<file path="src/rtl/core_pkg.sv">
// rtl/core_pkg.sv - shared phase/opcode constants, instruction flags and decode/ALU helpers.
// Imported by rv32i_decode_exec and regfile_32x32.
package core_pkg;

   localparam logic [2:0] ST_FETCH   = 3'd0;
   localparam logic [2:0] ST_DECODE  = 3'd1;
   localparam logic [2:0] ST_EXEC    = 3'd2;
   localparam logic [2:0] ST_MEM     = 3'd3;
   localparam logic [2:0] ST_WRITE   = 3'd4;
   localparam logic [2:0] ST_INVALID = 3'd7;

   localparam logic [6:0] OPC_LUI    = 7'b0110111;
   localparam logic [6:0] OPC_AUIPC  = 7'b0010111;
   localparam logic [6:0] OPC_JAL    = 7'b1101111;
   localparam logic [6:0] OPC_JALR   = 7'b1100111;
   localparam logic [6:0] OPC_BRANCH = 7'b1100011;
   localparam logic [6:0] OPC_LOAD   = 7'b0000011;
   localparam logic [6:0] OPC_STORE  = 7'b0100011;
   localparam logic [6:0] OPC_OP_IMM = 7'b0010011;
   localparam logic [6:0] OPC_OP     = 7'b0110011;

   typedef struct packed {
      logic illegal;
      logic jump;
      logic reg_write;
      logic mem_write;
      logic mem_read;
   } instr_flags_t;

   function automatic logic [31:0] build_imm(input logic [31:0] ins);
      logic [31:0] imm;
      case (ins[6:0])
         OPC_JALR, OPC_LOAD, OPC_OP_IMM:
            imm = {{20{ins[31]}}, ins[31:20]};
         OPC_STORE:
            imm = {{20{ins[31]}}, ins[31:25], ins[11:7]};
         OPC_BRANCH:
            imm = {{19{ins[31]}}, ins[31], ins[7], ins[30:25], ins[11:8], 1'b0};
         OPC_LUI, OPC_AUIPC:
            imm = {ins[31:12], 12'b0};
         OPC_JAL:
            imm = {{11{ins[31]}}, ins[31], ins[19:12], ins[20], ins[30:21], 1'b0};
         default:
            imm = 32'd0;
      endcase
      return imm;
   endfunction

   // alt selects SUB for funct3=000 and SRA for funct3=101
   function automatic logic [31:0] alu(input logic [2:0] funct3, input logic [31:0] a,
                                       input logic [31:0] b, input logic alt);
      logic [31:0] r;
      case (funct3)
         3'd0:    r = alt ? (a - b) : (a + b);
         3'd1:    r = a << b[4:0];
         3'd2:    r = {31'd0, $signed(a) < $signed(b)};
         3'd3:    r = {31'd0, a < b};
         3'd4:    r = a ^ b;
         3'd5:    r = alt ? 32'($signed(a) >>> b[4:0]) : (a >> b[4:0]);
         3'd6:    r = a | b;
         default: r = a & b;
      endcase
      return r;
   endfunction

endpackage

</file>
<file path="src/rtl/regfile_32x32.sv">
// rtl/regfile_32x32.sv - 2 combinational read ports, 1 synchronous write port, x0 reads 0.
module regfile_32x32
   import core_pkg::*;
#(
   parameter int XLEN  = 32,
   parameter int NREGS = 32
) (
   input  logic            clk,
   input  logic            rst,
   input  logic [4:0]      raddr1,
   input  logic [4:0]      raddr2,
   output logic [XLEN-1:0] rdata1,
   output logic [XLEN-1:0] rdata2,
   input  logic            we,
   input  logic [4:0]      waddr,
   input  logic [XLEN-1:0] wdata
);

   logic [XLEN-1:0] regs_q [0:NREGS-1];

   always_ff @(posedge clk) begin
      if (rst) begin
         for (int i = 0; i < NREGS; i++) regs_q[i] <= '0;
      end else if (we && (waddr != 5'd0)) begin
         regs_q[waddr] <= wdata;
      end
   end

   assign rdata1 = (raddr1 == 5'd0) ? '0 : regs_q[raddr1];
   assign rdata2 = (raddr2 == 5'd0) ? '0 : regs_q[raddr2];

endmodule

</file>
<file path="src/rtl/rv32i_decode_exec.sv">
// rtl/rv32i_decode_exec.sv - RV32I decode, register file and execute stage of the multi-cycle core.
// Optional RV32M_MUL_EN adds MUL/MULH/MULHSU/MULHU; DIV/REM stay illegal.
module rv32i_decode_exec
   import core_pkg::*;
#(
   parameter int XLEN  = 32,
   parameter int NREGS = 32
) (
   input  logic            clk,
   input  logic            rstn,
   input  logic [2:0]      state,
   input  logic [31:0]     instr_raw,
   input  logic [XLEN-1:0] pc,
   input  logic            w_enable,
   input  logic [4:0]      w_addr,
   input  logic [XLEN-1:0] w_data,
   output logic [4:0]      rd,
   output logic [4:0]      rs1,
   output logic [4:0]      rs2,
   output logic [XLEN-1:0] imm,
   output logic [XLEN-1:0] rs1_v,
   output logic [XLEN-1:0] rs2_v,
   output logic [2:0]      mem_funct3,
   output logic [XLEN-1:0] result,
   output logic            mem_read_enabled,
   output logic            mem_write_enabled,
   output logic            reg_write_enabled,
   output logic [4:0]      reg_write_dest,
   output logic            is_jump_enabled,
   output logic [XLEN-1:0] jump_dest,
   output logic            illegal
);

   logic [31:0]     instr_q;
   logic [6:0]      opcode;
   logic [2:0]      funct3;
   logic [6:0]      funct7;
   instr_flags_t    flags_d, flags_q;
   logic [XLEN-1:0] result_d, result_q;
   logic [XLEN-1:0] dest_d, dest_q;
   logic [4:0]      wdest_q;

   // Rsetting the latched word to 0 decodes as an unknown opcode with imm=0
   always_ff @(posedge clk) begin
      if (rstn)                     instr_q <= '0;
      else if (state == ST_DECODE)  instr_q <= instr_raw;
   end

   assign opcode     = instr_q[6:0];
   assign rd         = instr_q[11:7];
   assign funct3     = instr_q[14:12];
   assign rs1        = instr_q[19:15];
   assign rs2        = instr_q[24:20];
   assign funct7     = instr_q[31:25];
   assign imm        = build_imm(instr_q);
   assign mem_funct3 = funct3;

   regfile_32x32 #(.XLEN(XLEN), .NREGS(NREGS)) u_regfile (
      .clk    (clk),
      .rst    (rstn),
      .raddr1 (rs1),
      .raddr2 (rs2),
      .rdata1 (rs1_v),
      .rdata2 (rs2_v),
      .we     (w_enable),
      .waddr  (w_addr),
      .wdata  (w_data)
   );

`ifdef RV32M_MUL_EN
   logic [63:0] prod_ss, prod_su, prod_uu;
   assign prod_ss = {{32{rs1_v[31]}}, rs1_v} * {{32{rs2_v[31]}}, rs2_v};
   assign prod_su = {{32{rs1_v[31]}}, rs1_v} * {32'd0, rs2_v};
   assign prod_uu = {32'd0, rs1_v} * {32'd0, rs2_v};
`endif

   always_comb begin
      flags_d  = '0;
      result_d = '0;
      dest_d   = '0;
      case (opcode)
         OPC_LUI: begin
            result_d          = imm;
            flags_d.reg_write = 1'b1;
         end
         OPC_AUIPC: begin
            result_d          = pc + imm;
            flags_d.reg_write = 1'b1;
         end
         OPC_JAL: begin
            result_d          = pc + 32'd4;
            dest_d            = pc + imm;
            flags_d.jump      = 1'b1;
            flags_d.reg_write = 1'b1;
         end
         OPC_JALR: begin
            result_d          = pc + 32'd4;
            dest_d            = (rs1_v + imm) & ~32'd1;
            flags_d.jump      = 1'b1;
            flags_d.reg_write = 1'b1;
            flags_d.illegal   = (funct3 != 3'd0);
         end
         OPC_BRANCH: begin
            dest_d = pc + imm;
            case (funct3)
               3'd0:    flags_d.jump = (rs1_v == rs2_v);
               3'd1:    flags_d.jump = (rs1_v != rs2_v);
               3'd4:    flags_d.jump = ($signed(rs1_v) <  $signed(rs2_v));
               3'd5:    flags_d.jump = ($signed(rs1_v) >= $signed(rs2_v));
               3'd6:    flags_d.jump = (rs1_v <  rs2_v);
               3'd7:    flags_d.jump = (rs1_v >= rs2_v);
               default: flags_d.illegal = 1'b1;
            endcase
         end
         OPC_LOAD: begin
            result_d          = rs1_v + imm;
            flags_d.mem_read  = 1'b1;
            flags_d.reg_write = 1'b1;
            flags_d.illegal   = (funct3 == 3'd3) || (funct3 > 3'd5);
         end
         OPC_STORE: begin
            result_d          = rs1_v + imm;
            flags_d.mem_write = 1'b1;
            flags_d.illegal   = (funct3 > 3'd2);
         end
         OPC_OP_IMM: begin
            result_d          = alu(funct3, rs1_v, imm, (funct3 == 3'd5) && funct7[5]);
            flags_d.reg_write = 1'b1;
            if (funct3 == 3'd1)      flags_d.illegal = (funct7 != 7'b0000000);
            else if (funct3 == 3'd5) flags_d.illegal = (funct7 != 7'b0000000) && (funct7 != 7'b0100000);
         end
         OPC_OP: begin
            flags_d.reg_write = 1'b1;
            if (funct7 == 7'b0000000) begin
               result_d = alu(funct3, rs1_v, rs2_v, 1'b0);
            end else if (funct7 == 7'b0100000 && (funct3 == 3'd0 || funct3 == 3'd5)) begin
               result_d = alu(funct3, rs1_v, rs2_v, 1'b1);
`ifdef RV32M_MUL_EN
            end else if (funct7 == 7'b0000001 && !funct3[2]) begin
               case (funct3[1:0])
                  2'd0:    result_d = prod_uu[31:0];
                  2'd1:    result_d = prod_ss[63:32];
                  2'd2:    result_d = prod_su[63:32];
                  default: result_d = prod_uu[63:32];
               endcase
`endif
            end else begin
               flags_d.illegal = 1'b1;
            end
         end
         default: flags_d.illegal = 1'b1;
      endcase
      if (flags_d.illegal) begin
         flags_d  = '0;
         flags_d.illegal = 1'b1;
         result_d = '0;
         dest_d   = '0;
      end
      if (rd == 5'd0) flags_d.reg_write = 1'b0;
   end

   always_ff @(posedge clk) begin
      if (rstn) begin
         flags_q  <= '0;
         result_q <= '0;
         dest_q   <= '0;
         wdest_q  <= '0;
      end else if (state == ST_EXEC) begin
         flags_q  <= flags_d;
         result_q <= result_d;
         dest_q   <= dest_d;
         wdest_q  <= rd;
      end
   end

   assign result            = result_q;
   assign mem_read_enabled  = flags_q.mem_read;
   assign mem_write_enabled = flags_q.mem_write;
   assign reg_write_enabled = flags_q.reg_write;
   assign reg_write_dest    = wdest_q;
   assign is_jump_enabled   = flags_q.jump;
   assign jump_dest         = dest_q;
   assign illegal           = flags_q.illegal;

endmodule

</file>
<file path="config.mk">
export PLATFORM = sky130hd
export DESIGN_NAME = rv32i_decode_exec
export DESIGN_NICKNAME = d
export VERILOG_FILES = /design/src/rtl/core_pkg.sv /design/src/rtl/regfile_32x32.sv /design/src/rtl/rv32i_decode_exec.sv
export SDC_FILE = /design/constraint.sdc
export NUM_CORES = 2
export LEC_CHECK = 0
export BUFFER_PORTS_ARGS = -buffer_cell sky130_fd_sc_hd__buf_2
export CAP_MARGIN = 20
export CORE_MARGIN = 5
export CORE_UTILIZATION = 40
export CTS_BUF_LIST = sky130_fd_sc_hd__clkbuf_4
export DETAILED_ROUTE_END_ITERATION = 16
export GPL_TIMING_DRIVEN = 0
export PLACE_DENSITY = 0.59
export SLEW_MARGIN = 30
export SYNTH_ARGS = -nofsm -noshare
export SYNTH_HDL_FRONTEND = slang
export SYNTH_SLANG_ARGS = --single-unit
export TNS_END_PERCENT = 10
</file>
<file path="constraint.sdc">
create_clock -name clk -period 15.1 [get_ports clk]
set_clock_uncertainty 0.05 [all_clocks]
set_input_delay 2.265 -clock clk [delete_from_list [all_inputs] [get_ports clk]]
set_output_delay 2.265 -clock clk [all_outputs]
set_load 0.01 [all_outputs]
</file>
==> flow_summary.ini <==
[route]
num_vias = 77500
wire_per_inst_um = 47.9
wl_um = 536000
firstDrtPassIters = 7
detail_route.iter0.violations = 11600
drc_errors = 0
vias_per_cell = 6.94
ant_nets = 0

[clock_network]
h-tree-depth = 5
cts_tree = done
cts_sinks = 1140
path_clk_slew_ps = 70
clockRootBuffer = clkbuf_4
cts_buffer_depth = 4
cts_setup_buffers = 0
ctsHoldBuffers = 0
ctsResizeCount = 0
clk-insertion-delay-late_ps = 1550
numCtsBuffers = 332

[sta]
hold_viol_final = 0
worst_slew_pin_slew_ps = 1190
slew_headroom_pct = 20.5
min_period_ps = 11960
timing.fmax_ghz = 0.0836
rsz0062_at_grt = no
slew_viol_final = 0
setup_viol = 0
period_share_pct = 79.2
fin_tns_setup_ps = 0

[global_route]
overflow = 0
grt_pass1_wl_um = 694000
grtUsageTotal_pct = 49.3
antenna_found_initial = 42
grt_pass1_vias = 74500
grt_max_degree = 33

[hold_path]
hold-path-endpoint = is_jump_enabled
hp-class = reg -> reg
min_path_cells = 2
hp-start = is_jump_enabled

[worst_setup_path]
cp-end-kind = flop
path_class = reg -> reg
ff2ff_path_depth = 25
rrSetupSlack_ps = 3140
rr_endpoint = result[22]
start_kind = flop
crit_required_ps = 16360
arrival_ps = 13220
critPathMaxFanout = 10

[job]
max-cap-violations = 0

[floorplanning]
die_h_um = 458
start_util_pct = 40.2
die-area_sq_um = 210000
ios = 295
rows = 164
dieWidth_um = 458
coreArea_sq_um = 200000

[place]
gp_congestion = 1.13
port-buffer-count = 294
hpwl_um = 412000
postPlaceCellArea_sq_um = 86300

[outcome]
status = finished clean

[synth]
synth_edf_count = 1024
ys_warn_count = 0
synth_area_per_cell_sq_um = 10.6
netlist_area_sq_um = 80200
ys_seq_area_share_pct = 41.2
async_flop_share_pct = 0
ys_ff_latch = 1140
netlist-cell-type-count = 108
synthCells = 7560
synth_top_flop_cell = edfxtp_1

[final_layout]
final_cell_mix = 1024 x and2_1, 1024 x edfxtp_1, 457 x nand2_1, 454 x clkbuf_4, 432 x clkbuf_1
post-route-util_pct = 45.3
nets = 8600
syn2layout_area_growth_pct = 12.8
drive_gt1_share_pct = 19.3
final_area_sq_um = 90500

[power_and_ir_drop]
power_density_nw_per_um2 = 100
finalPower_w = 0.00909
vdd_drop_max_mv = 0.0728
p_leak_nw = 32.8
[how the worst max path moves through the flow]
stage | end | start | slack, ps | depth (start not counted)
after floorplan | result[24] | flop | 8770 | 25
after global placement | result[24] | flop | 1810 | 19
after detailed placement | result[22] | flop | 3940 | 25
after CTS | result[22] | flop | 3850 | 25
after global routing | result[22] | flop | 3480 | 25
final | result[22] | flop | 3140 | 25
[cell families (layout without fill, tap and decap cells)]
| logic type | after synthesis | count (layout) | synth area share, % |
|---|---|---|---|
| and+or+nand+nor | 2528 | 2528 | 16.8 |
| AOI/OAI and AO/OA | 1766 | 1766 | 14.7 |
| other | 1 | 80 | 0.00468 |
| muxes | 867 | 867 | 17.4 |
| adders and majority gates | 231 | 231 | 3.65 |
| DFF | 1140 | 1140 | 41.2 |
| buffers and inverters | 894 | 1775 | 4.75 |
| xor gates and xnor gates | 133 | 133 | 1.45 |
[per-stage QoR]
| step | setup WS (ps) | instances | hold WS [ps] |
|---|---|---|---|
| CTS | 3850 | 11100 | 411 |
| global placement | 1810 | 10500 | 392 |
| global route | 3480 | 11100 | 427 |
| floorplan | 8770 | 7591 | 413 |
| finish | 3140 | 11200 | 413 |
| detailed placement | 3940 | 10600 | 400 |
[report_power, final]
| group | switching [W] | internal, W |
|---|---|---|
| clock | 0.00150 | 0.00153 |
| combinational | 0.00171 | 0.000644 |
| sequential | 0.000108 | 0.00360 |
| total | 0.00332 | 0.00577 |
[final cells by class]
type | instances | area, sq um
clock inverters | 92 | 613
inverters | 209 | 790
clock buffers | 452 | 3390
fillers | 19500 | 109000
multi-input cells | 5557 | 43900
repair buffers | 337 | 2110
plain buffers | 685 | 3120
diodes | 48 | 120
flip-flops and latches | 1140 | 33100
well taps | 2656 | 3320
[critical path: stages (launching register included)]
cell and delay (ps):
dfxtp_1 790, buf_2 540, buf_4 430, buf_2 520
buf_2 430, buf_1 730, clkbuf_2 580, clkbuf_1 840
mux4_2 500, mux4_2 570, nand2_1 110, a21o_1 700
ha_1 290, clkbuf_1 690, nand4_1 290, or3_1 510
a211oi_1 540, o21ai_0 230, and2_1 230, o41ai_1 330
a211o_1 180, o21ai_0 100, xnor2_1 290, a2111o_1 580
o221ai_1 510, a221oi_1 160
[sequential cells by signal, summed over array words and instances (netlist names), named ones only]
name / cells
u_regfile.regs_q: 1024
instr_q: 32
jump_dest: 32
result: 32
reg_write_dest: 5
illegal: 1
is_jump_enabled: 1
mem_read_enabled: 1
mem_write_enabled: 1
reg_write_enabled: 1
[per-layer routing]
metal  GRT usage, %  vias to the layer above  wire length, um
li1               -                    30100                -
met1           52.8                    38300           176000
met2           72.6                     6672           227000
met3           15.3                     2417            55500
met4           56.4                       16            77700
met5          0.941                        -              363
[cell usage after synthesis, types with 37 or more instances]
| cell | n | area share, % |
|---|---|---|
| o21ai_0 | 327 | 2.0 |
| inv_1 | 198 | 0.93 |
| xor2_1 | 37 | 0.40 |
| o211ai_1 | 56 | 0.52 |
| a21oi_1 | 362 | 2.3 |
| dfxtp_1 | 116 | 2.9 |
| o221ai_1 | 53 | 0.58 |
| a21o_1 | 87 | 0.81 |
| mux4_2 | 411 | 12 |
| and2_1 | 1025 | 8.0 |
| buf_2 | 78 | 0.49 |
| nand2b_1 | 61 | 0.48 |
| buf_1 | 47 | 0.22 |
| o22ai_1 | 141 | 1.1 |
| ha_1 | 226 | 3.5 |
| xnor2_1 | 96 | 1.0 |
| buf_4 | 55 | 0.51 |
| clkbuf_1 | 488 | 2.3 |
| a31oi_1 | 65 | 0.51 |
| mux2i_1 | 427 | 5.3 |
| nor3_1 | 91 | 0.57 |
| a221oi_1 | 47 | 0.51 |
| nor2_1 | 449 | 2.1 |
| or2_2 | 40 | 0.31 |
| a211oi_1 | 68 | 0.64 |
| nand3_1 | 166 | 1.0 |
| a22oi_1 | 170 | 1.6 |
| o21bai_1 | 38 | 0.36 |
| edfxtp_1 | 1024 | 38 |
| nand2_1 | 457 | 2.1 |
Note: power is estimated with default switching activity, not from simulation.
